`src/rtl/contador_horas_if.sv`:
```
// Hours-stage signal bundle.
// master: drives tick_in, adj_en, adj_inc, mode12 (the minutes stage or a setting UI).
// slave : the hours counter; drives hora, dezena, unidade, pm, day_tick.
interface contador_horas_if;
  logic       tick_in;   // minutes-stage carry strobe
  logic       adj_en;    // adjust mode
  logic       adj_inc;   // manual increment request
  logic       mode12;    // 0 = 24h display, 1 = 12h display
  logic [4:0] hora;      // binary hour count
  logic [1:0] dezena;    // display tens digit (BCD)
  logic [3:0] unidade;   // display units digit (BCD)
  logic       pm;        // hora >= 12
  logic       day_tick;  // one-cycle pulse on natural wrap to 0

  modport master (
    output tick_in, adj_en, adj_inc, mode12,
    input  hora, dezena, unidade, pm, day_tick
  );

  modport slave (
    input  tick_in, adj_en, adj_inc, mode12,
    output hora, dezena, unidade, pm, day_tick
  );
endinterface

```
`src/rtl/contador_horas.sv`:
```
// Hours stage of the clock chain.
// Counts 0..MAX_HOUR-1 on rising edges of the minutes carry (or of adj_inc
// while in adjust mode), and presents BCD display digits in 24h/12h format,
// a PM flag and a one-cycle day-carry pulse.
// Ports:
//   clk   - system clock, rising edge
//   reset - synchronous, active-low
//   bus   - contador_horas_if.slave (strobes, mode inputs, hour outputs)
module contador_horas #(
  parameter int unsigned MAX_HOUR = 24
) (
  input  logic                  clk,
  input  logic                  reset,
  contador_horas_if.slave       bus
);

  logic       r_tick_q;
  logic       r_inc_q;
  logic [4:0] r_hora;
  logic       r_day_tick;

  logic       w_tick_ev;
  logic       w_inc_ev;
  logic       w_step;
  logic       w_last;
  logic [4:0] w_hora_next;
  logic [4:0] w_disp;
  logic [1:0] w_dez;
  logic [4:0] w_uni;

  assign w_tick_ev   = bus.tick_in & ~r_tick_q;
  assign w_inc_ev    = bus.adj_inc & ~r_inc_q;
  // adj_en picks exactly one event source, so at most one increment per cycle
  assign w_step      = bus.adj_en ? w_inc_ev : w_tick_ev;
  assign w_last      = (r_hora == 5'(MAX_HOUR - 1));
  assign w_hora_next = w_last ? '0 : r_hora + 5'd1;

  always_ff @(posedge clk) begin
    if (!reset) begin
      r_hora     <= '0;
      r_day_tick <= 1'b0;
      r_tick_q   <= 1'b0;
      r_inc_q    <= 1'b0;
    end else begin
      // edge registers track their inputs in both modes, so leaving adjust
      // with a strobe already high does not fabricate an event
      r_tick_q   <= bus.tick_in;
      r_inc_q    <= bus.adj_inc;
      r_day_tick <= ~bus.adj_en & w_tick_ev & w_last;
      if (w_step) begin
        r_hora <= w_hora_next;
      end
    end
  end

  always_comb begin
    w_disp = r_hora;
    if (bus.mode12) begin
      if (r_hora == 5'd0) begin
        w_disp = 5'd12;
      end else if (r_hora > 5'd12) begin
        w_disp = r_hora - 5'd12;
      end
    end
  end

  // divide-by-10 by comparison; w_disp never exceeds 31
  always_comb begin
    w_dez = 2'd0;
    w_uni = w_disp;
    if (w_disp >= 5'd30) begin
      w_dez = 2'd3;
      w_uni = w_disp - 5'd30;
    end else if (w_disp >= 5'd20) begin
      w_dez = 2'd2;
      w_uni = w_disp - 5'd20;
    end else if (w_disp >= 5'd10) begin
      w_dez = 2'd1;
      w_uni = w_disp - 5'd10;
    end
  end

  assign bus.hora     = r_hora;
  assign bus.day_tick = r_day_tick;
  assign bus.dezena   = w_dez;
  assign bus.unidade  = w_uni[3:0];
  assign bus.pm       = (r_hora >= 5'd12);

endmodule

```
`src/flat_wrapper.sv`:
```
// flat-port wrapper written by rule: the top's interface ports become plain ports
module contador_horas_flat 
#(
  parameter int unsigned MAX_HOUR = 24
)
  (clk, reset, bus_tick_in, bus_adj_en, bus_adj_inc, bus_mode12, bus_hora, bus_dezena, bus_unidade, bus_pm, bus_day_tick);
  contador_horas_if bus_i ();
  input  logic clk;
  input  logic reset;
  input wire logic [$bits(bus_i.tick_in)-1:0] bus_tick_in;
  input wire logic [$bits(bus_i.adj_en)-1:0] bus_adj_en;
  input wire logic [$bits(bus_i.adj_inc)-1:0] bus_adj_inc;
  input wire logic [$bits(bus_i.mode12)-1:0] bus_mode12;
  output wire logic [$bits(bus_i.hora)-1:0] bus_hora;
  output wire logic [$bits(bus_i.dezena)-1:0] bus_dezena;
  output wire logic [$bits(bus_i.unidade)-1:0] bus_unidade;
  output wire logic [$bits(bus_i.pm)-1:0] bus_pm;
  output wire logic [$bits(bus_i.day_tick)-1:0] bus_day_tick;
  assign bus_i.tick_in = bus_tick_in;
  assign bus_i.adj_en = bus_adj_en;
  assign bus_i.adj_inc = bus_adj_inc;
  assign bus_i.mode12 = bus_mode12;
  assign bus_hora = bus_i.hora;
  assign bus_dezena = bus_i.dezena;
  assign bus_unidade = bus_i.unidade;
  assign bus_pm = bus_i.pm;
  assign bus_day_tick = bus_i.day_tick;
  contador_horas #(.MAX_HOUR(MAX_HOUR)) u_core (.clk(clk), .reset(reset), .bus(bus_i));
endmodule
```
`config.mk`:
```
export PLATFORM = sky130hd
export DESIGN_NAME = contador_horas_flat
export DESIGN_NICKNAME = d
export VERILOG_FILES = /design/src/rtl/contador_horas_if.sv /design/src/rtl/contador_horas.sv /design/src/flat_wrapper.sv
export SDC_FILE = /design/constraint.sdc
export NUM_CORES = 1
export LEC_CHECK = 0
export CAP_MARGIN = 20
export CORE_UTILIZATION = 44
export CTS_CLUSTER_SIZE = 24
export DETAILED_ROUTE_END_ITERATION = 8
export HOLD_SLACK_MARGIN = 0.02
export PLACE_DENSITY = 0.81
export SYNTH_ARGS = -nofsm -noshare
export SYNTH_HDL_FRONTEND = slang
export SYNTH_SLANG_ARGS = --single-unit
```
`constraint.sdc`:
```
create_clock -name clk -period 2.7 [get_ports clk]
set_input_delay 0.675 -clock clk [delete_from_list [all_inputs] [get_ports clk]]
set_output_delay 0.675 -clock clk [all_outputs]
set_load 0.05 [all_outputs]
```
Word-level counts from Yosys, hierarchy flattened
Cells that the tools add are included.
{"block": "word_totals", "latchBits": 0, "n_memories": 0, "elab_cells": 34, "inputBits": 6, "regBits": 8, "mem_bits_rw": 0, "romBits": 0, "output_inout_bits": 13}
{"block": "op_classes", "n_eq_ne": 1, "add_sub_neg": 5, "n_mux": 11, "reduce_logical": 1, "div_mod_pow": 0, "n_bitwise": 7, "n_lt_le_gt_ge": 5, "n_mul": 0, "shift": 0}
{"operator": "$mux 5", "count": 4}
{"operator": "$mux 4", "count": 3}
{"operator": "$ge 5x4->1 const B", "count": 2}
{"operator": "$ge 5x5->1 const B", "count": 2}
{"operator": "$sub 4x4->4 const B", "count": 2}
{"operator": "$add 5x1->5 const B", "count": 1}
{"operator": "$eq 5x5->1 const B", "count": 1}
{"operator": "$gt 5x4->1 const B", "count": 1}
{"operator": "$logic_not 5->1", "count": 1}
{"operator": "$sub 5x4->5 const B", "count": 1}
{"operator": "$and 1x1->1", "count": 4}
{"operator": "$mux 2", "count": 2}
{"operator": "$sub 4x3->4 const B", "count": 1}
{"operator": "$not 1->1", "count": 3}
{"operator": "$mux 1", "count": 2}

Depth between registers and ports, before layout
Gate-level depths: netlist of run 1.
{"block": "depth", "depth_word": 8, "ltp_mapped": 11}

Least setup slack after synthesis of run 1
OpenSTA, ideal clock, no wires.
{"block": "synth_timing", "path_type": "register -> output", "start": "register u_core.r_hora[2], in the netlist u_core.bus.hora[2]", "end": "output port bus_unidade[1]", "required_ns": 2.025, "setup_slack_ns": -1.655, "arrival_ns": 3.680, "path_stages_with_launch": 11, "path_cell_list": "dfxtp_1 ha_1 a21boi_1 o311a_4 and2_4 inv_1 ha_1 nand2_1 a31oi_4 a22oi_2 xnor2_1"}
{"block": "synth_between", "elab_chain_cells": 8}
{"item": "start: declaration", "line_no": "contador_horas.sv:19", "source": "logic [4:0] r_hora;"}
{"item": "start signal: assignment", "line_no": "contador_horas.sv:51", "source": "r_hora <= w_hora_next;"}
{"item": "$sub 5x4->5 or $gt 5x4->1 (tied branches)", "line_no": "contador_horas.sv:62, contador_horas.sv:61"}
{"item": "$mux 5", "line_no": "contador_horas.sv:61", "source": "end else if (r_hora > 5'd12) begin"}
{"item": "$mux 5", "line_no": "contador_horas.sv:59", "source": "if (r_hora == 5'd0) begin"}
{"item": "$mux 5 *", "line_no": "contador_horas.sv:58", "source": "if (bus.mode12) begin"}
{"item": "$ge 5x4->1 or $sub 4x4->4 (tied branches)", "line_no": "contador_horas.sv:77, contador_horas.sv:79"}
{"item": "$mux 4", "line_no": "contador_horas.sv:77", "source": "end else if (w_disp >= 5'd10) begin"}
{"item": "$mux 4", "line_no": "contador_horas.sv:74", "source": "end else if (w_disp >= 5'd20) begin"}
{"item": "$mux 4 *", "line_no": "contador_horas.sv:71", "source": "if (w_disp >= 5'd30) begin"}
{"item": "end: declaration", "line_no": "flat_wrapper.sv:16", "source": "output wire logic [$bits(bus_i.unidade)-1:0] bus_unidade;"}
Every way passes the cells marked *; elsewhere a longest branch is shown, timed or not.

Worst setup path after layout of run 1
{"block": "layout_timing", "start": "register u_core.r_hora[3], in the netlist u_core.bus.hora[3]", "end": "output port bus_unidade[2]"}
Same word-level chain as after synthesis.

==> impl_results.md, run 1 <==
- Status: complete, but fails checks
- Violations in the final reports: setup timing
- Crit-path cells: inv_4, ha_4, and3b_2, a211o_4, nand2_4, ha_4, nand3b_1, mux2i_2, buf_4, o32ai_2, o31a_2, buf_12
- Leakage power: 0.6817 nW
- Vias: 1,027
- Async SR Flop Fraction: 0%
- Most used DFF post-synth: dfxtp_1
- CP most frequent cell: ha_4
- Dpl cells: 174
- # rows: 15
- Syn Area/Cell: 8.758 sq um
- Initial Util: 48.16%
- Critical Path RT: 2.03 ns
- First-pass GRT wire length: 3912 microns
- Synth unique cells: 43
- Worst setup slack after layout: -0.7227 ns
- Crit. End Element: output port
- DRT iter0 DRCs: 29
- Area after DPL: 1439 sq um
- Cells after Synth: 97
- Endpoints failing setup: 5
- ANT nets after route: 0
- Final hold violations: 0
- Total power: 0.4684 mW
- DR vias/cell: 5.582
- Pwr dens: 296.7 nW/um^2
- Worst hold path stage count: 1
- Initial antenna violation count: 0
- TNS Setup: -3.077 ns
- Clk_lat worst skew: 0.25 ns
- EDFF count, synth: 0
- Setup CP Type: reg -> out
- Dpl ws: -1.007 ns
- Die Ht: 45.94 microns
- Largest net degree at the start of global routing: 10
- Final worst path period need: 3.423 ns
- Tcrit/Tclk final: 126.8%
- Worst min-delay path class: reg -> reg
- Maximum vdd drop: 0.3566 mV
- Hold slack: 0.4604 ns
- Max_slew headroom: 58.30%
- Slowest cell delay on critical path: 0.37 ns
- Synth warn: 0
- Fin nets: 176
- DRC Markers: 0
- Root Driver: clkbuf_4
- Layout cells sized above 1: 54.72%
- Achievable Freq: 292.2 MHz
- Worst Skew: 0.009963 ns
- Unrepaired setup endpoints after global routing: yes
- Post-synthesis sequential area ratio: 18.85%
- DP Wirelength: 2006 microns
- Vias in the first global route: 890
- Clk buf depth: 2
- Chip width: 45.94 microns
- Hold Buf Count CTS: 0
- Die area: 2110 sq um
- Diode count: 0
- Crit-path max FO: 4
- Startpoint Class: flip-flop
- Clock sinks: 8
- Slew Limit Fails: 0
- Htree depth: 1
- Post-layout util: 89.50%
- GRT Resource Usage Total: 26.23%
- Core area: 1764 sq um
- Overflow after GRT: 0
- IO buf count: 18
- Synth Cell Area: 849.6 sq um
- Number of CTS-inserted buffers: 3
- Worst slew pin tran: 0.6256 ns
- Yosys reg bits: 8
- Reg clk slew, reported paths: 0.05 ns
- Crit. path cell count: 12
- Syn_nets: 112
- CTS tree: yes
- Fin area: 1579 sq um
- R2r worst-path depth: 8
- Max Cap Viol: 0
- First-pass DRT Iterations: 4
- Crit-path slowest cell: dfxtp_4
- Fin cells: 184
- RePlAce Congestion: 0.9166
- Family with the most delay on the worst path: compound AO/OA/AOI/OAI gates
- CP bufs+invs: 3
- Post-DR wirelength/cell: 16.41 microns
- IO Pins: 19
- Drt total wl: 3019 microns
- Worst Path Arrival: 2.75 ns
- Layout area overhead: 85.86%
layout make-up:
| cell class | count | area [sq um] |
|---|---|---|
| Multi-Input combinational cell | 80 | 757.0 |
| Clock buffer | 3 | 22.52 |
| Fill cell | 88 | 185.2 |
| Tap cell | 25 | 31.28 |
| Sequential cell | 8 | 176.4 |
| Timing Repair Buffer | 60 | 556.8 |
| Inverter | 8 | 35.03 |
Yosys cell counts (2+ instances only):
library cell	instances	area (sq um)
a21boi_0	2	15.01
a21boi_1	2	15.01
a21oi_1	4	20.02
and2_1	3	18.77
and3_1	3	18.77
and3b_1	2	17.52
dfxtp_1	8	160.2
ha_1	9	112.6
inv_1	7	26.28
nand2_1	12	45.04
nand3_1	2	10.01
nand3b_1	2	15.01
nand4_1	2	12.51
nor2_1	6	22.52
nor2b_1	2	12.51
o21ai_0	3	15.01
o32ai_2	2	32.53
per-layer routing:
layer	vias to the layer above	track usage, %	share of wire, %
li1	483	-	-
met1	499	32.86	41
met2	43	47.89	54
met3	2	2.778	4.7
met4	0	4.706	0.46
met5	-	0	0
flip-flops by register name, summed over array words and instances, names as in the netlist:
signal,flops
u_core.r_tick_q,1
u_core.bus.hora,5
u_core.bus.day_tick,1
u_core.r_inc_q,1
power breakdown:
part	internal, mW	leakage, nW	total, mW	switching (mW)
logic	0.124	0.599	0.255	0.131
clock network	0.0508	0.0138	0.0911	0.0402
registers	0.120	0.0688	0.123	0.00267
total	0.295	0.682	0.468	0.173
final timing paths:
kind | slack, ns | end | startpoint
setup / recovery | -0.72 | bus_unidade[2] | u_core.bus.hora[3]
hold reg to reg | 0.46 | u_core.bus.day_tick | u_core.r_tick_q
setup reg to reg | 1.15 | u_core.bus.hora[3] | u_core.bus.hora[3]
hold / removal | 0.46 | u_core.bus.day_tick | u_core.r_tick_q
layout by cell type, fill, tap and decap left out, drive strengths merged, types with 3 or more instances in the layout:
| master | netlist | final |
|---|---|---|
| dfxtp | 8 | 8 |
| and2 | 4 | 4 |
| o21ai | 3 | 3 |
| clkdlybuf4s50 | 0 | 10 |
| inv | 8 | 8 |
| nand2 | 12 | 12 |
| a21oi | 4 | 4 |
| and3b | 3 | 3 |
| and3 | 3 | 3 |
| ha | 9 | 9 |
| a21boi | 4 | 4 |
| nor2 | 6 | 6 |
| buf | 0 | 49 |
| clkbuf | 1 | 4 |
kinds of logic (layout without fill, tap and decap cells):
kind of cell / Yosys count / count (layout) / synth area share (%)
AND/OR/NAND/NOR: 45 / 45 / 31.66
AO/OA/AOI/OAI: 24 / 24 / 29.60
adder cells (fa/ha/maj): 9 / 9 / 13.26
buffers and inverters: 9 / 71 / 4.419
XOR/XNOR: 1 / 1 / 1.031
flip-flops: 8 / 8 / 18.85
multiplexers: 1 / 1 / 1.178
repair_timing:
item / in CTS / in global routing
resized for setup: 6 / 13
setup endpoints to repair: 6 / 5
endpoints found under the hold margin: 0 / 0
setup buffers: 2 / 5
gates cloned: 0 / 0
pin swaps: 3 / 6
Note: power is estimated with default switching activity, not from simulation.
==> run 2: changes to the inputs <==
Settings changed: PLACE_DENSITY 0.81 to 0.72.
==> run 2 against run 1 <==
Compared with the run above: the flow still finishes with violations (setup timing); routed wire length grew 0.76%; cell count decreased by 2.2%; non-clock buffer count decreased by 4; clock-buffer cell count unchanged; clock power rose by 7.0%; core utilization shrank 3.1 points; combinational power fell by 2%; worst hold slack got worse by 0.037 ns; setup slack got worse by 0.050 ns; maximum frequency fell by 1.4%; critical path type unchanged; largest power group unchanged.
==> impl_results.md, run 2 (synthesis results as in run 1) <==
- Violations in the final reports: setup timing
- Total power: 0.4702 mW (+0.37%)
- Critical Path RT: 2.03 ns (about the same)
- CP bufs+invs: 3 (unchanged)
- Slowest cell delay on critical path: 0.38 ns (about the same)
- Crit-path max FO: 4 (unchanged)
- Initial antenna violation count: 0 (unchanged)
- Commonest non-fill, non-tap cell in the layout: buf_4
- Layout cells sized above 1: 52.90% (-1.8 points)
- Crit. End Element: output port
- Family with the most delay on the worst path: compound AO/OA/AOI/OAI gates
- CP most frequent cell: ha_4
- Worst setup slack after layout: -0.7727 ns (-0.04997 ns)
- DP Wirelength: 2055 microns (+2.4%)
- Vias in the first global route: 962 (+8.1%)
- FF-to-FF End: u_core.bus.hora[0]
- Most frequent cells in the layout: 39 x buf_4, 11 x nand2_1, 10 x clkdlybuf4s50_1
- Crit. path cell count: 12 (unchanged)
- Die Ht: 45.94 microns (unchanged)
- Drt total wl: 3042 microns (+0.76%)
- Endpoints failing setup: 5 (unchanged)
- IO buf count: 18 (unchanged)
- Net Sw Frac: 37.98% (+0.95 points)
- Net Switching: 0.1786 mW (+2.9%)
- Status: complete, but fails checks
- ANT nets after route: 0 (unchanged)
- Startpoint Class: flip-flop
- Slew Limit Fails: 0 (unchanged)
- Worst slew pin tran: 0.6035 ns (-0.02203 ns)
- Htree depth: 1 (unchanged)
- Worst Skew: 0.01748 ns (+0.007512 ns)
- Worst hold path stage count: 1 (unchanged)
- Core area: 1764 sq um (unchanged)
- Chip width: 45.94 microns (unchanged)
- Vias: 1,035 (+0.78%)
- Root Driver: clkbuf_4
- Area after DPL: 1454 sq um (+1.0%)
- Largest net degree at the start of global routing: 10 (unchanged)
- DRC Markers: 0 (unchanged)
- Dpl ws: -0.9224 ns (+0.08418 ns)
- Die area: 2110 sq um (unchanged)
- Clk_lat worst skew: 0.27 ns (+0.02 ns)
- TNS Setup: -3.389 ns (-0.3117 ns)
- Fin cells: 180 (-2.2%)
- Clk buf depth: 2 (unchanged)
- Unrepaired setup endpoints after global routing: yes
- GRT Resource Usage Total: 28.02% (+1.8 points)
- Max_slew headroom: 59.77% (+1.5 points)
- Hold Buf Count CTS: 0 (unchanged)
- Clock sinks: 8 (unchanged)
- Post-DR wirelength/cell: 16.90 microns (+3.0%)
- RePlAce Congestion: 0.8590 (-6.3%)
- Fin nets: 172 (-2.3%)
- Dpl cells: 176 (+1.1%)
- Setup slack, reg-to-reg: 1.24 ns (+0.09 ns)
- Reg clk slew, reported paths: 0.06 ns (about the same)
- Fin area: 1524 sq um (-3.5%)
- Int Power: 0.2916 mW (-1.1%)
- Max FFs per register: 5 (unchanged)
- RR Startpoint: u_core.bus.hora[3]
- DRT iter0 DRCs: 39 (+34%)
- IO Pins: 19 (unchanged)
- Initial Util: 48.16% (unchanged)
- Worst Path Arrival: 2.80 ns (+0.05 ns)
- First-pass DRT Iterations: 4 (unchanged)
- Sequential fraction of design power: 26.0% (-0.2 points)
- Setup CP Type: reg -> out
- Layout area overhead: 79.38%
- Max Cap Viol: 0 (unchanged)
- Worst Hold End: u_core.bus.day_tick
- Overflow after GRT: 0 (unchanged)
- Tcrit/Tclk final: 128.6% (+1.9 points)
- Number of CTS-inserted buffers: 3 (unchanged)
- Worst min-delay path class: reg -> reg
- Startpoint of the worst hold path: u_core.r_tick_q
- Leakage power: 0.6573 nW (-3.6%)
- Pwr dens: 308.5 nW/um^2 (+4.0%)
- Final worst path period need: 3.473 ns (+0.04997 ns)
- CTS tree: yes
- Diode count: 0 (unchanged)
- Maximum vdd drop: 0.3327 mV (-6.7%)
- First-pass GRT wire length: 4222 microns (+7.9%)
- Clock power frac: 20.7% (+1.3 points)
- Crit-path slowest cell: dfxtp_4
- R2r worst-path depth: 6 (-2)
- # rows: 15 (unchanged)
- Crit-path cells: inv_4, ha_4, and3b_1, a211o_4, nand2_4, ha_4, nand3b_1, mux2i_2, a21oi_2, a22oi_2, buf_4, buf_12
- Logic pwr share: 53.3% (-1.1 points)
- DR vias/cell: 5.750 (+3.0%)
- Final hold violations: 0 (unchanged)
- Achievable Freq: 288.0 MHz (-1.4%)
-- run 2: cell type report --
class	instances	area, sq um
fillers	105	240.2
flip-flops and latches	8	176.4
inverters	8	35.03
multi-input cells	80	734.5
repair buffers	56	524.3
clock buffers	3	22.52
well taps	25	31.28
-- run 2: how the worst max path moves through the flow --
stage                             startpoint              to
after global routing      u_core.bus.hora[3]  bus_unidade[1]
after floorplan           u_core.bus.hora[2]  bus_unidade[1]
after CTS                 u_core.bus.hora[3]  bus_unidade[2]
after global placement            bus_mode12  bus_unidade[1]
after detailed placement          bus_mode12  bus_unidade[1]
final                     u_core.bus.hora[3]   bus_dezena[0]
-- run 2: per-layer routing --
layer	global-route usage, %	wire length [microns]	vias up
met5	0	0	-
met4	9.412	106	0
met3	6.349	182	16
met2	47.89	1544	57
met1	34.04	1208	483
li1	-	-	479
-- run 2: per-stage QoR --
stage / hold slack [ns] / util [%]
2_1_floorplan: 0.4205 / -
3_3_place_gp: 0.4299 / 82.41
3_5_place_dp: 0.4398 / 82.41
4_1_cts: 0.4361 / 84.61
5_1_grt: 0.4531 / 86.38
6_report: 0.4238 / 86.38
-- run 2: power groups by stage --
stage / clock network (mW) / logic (mW) / registers [mW]
2_1_floorplan: 0 / 0.110 / 0.134
3_3_place_gp: 0 / 0.224 / 0.124
3_5_place_dp: 0 / 0.231 / 0.125
4_1_cts: 0.0928 / 0.234 / 0.122
5_1_grt: 0.104 / 0.261 / 0.122
6_report: 0.0975 / 0.250 / 0.122
-- run 2: what timing repair did --
item | 4_1_cts | 5_1_grt
pin swaps | 4 | 6
gates cloned | 0 | 0
buffers inserted | 0 | 1
setup endpoints to repair | 6 | 5
resized for setup | 6 | 5
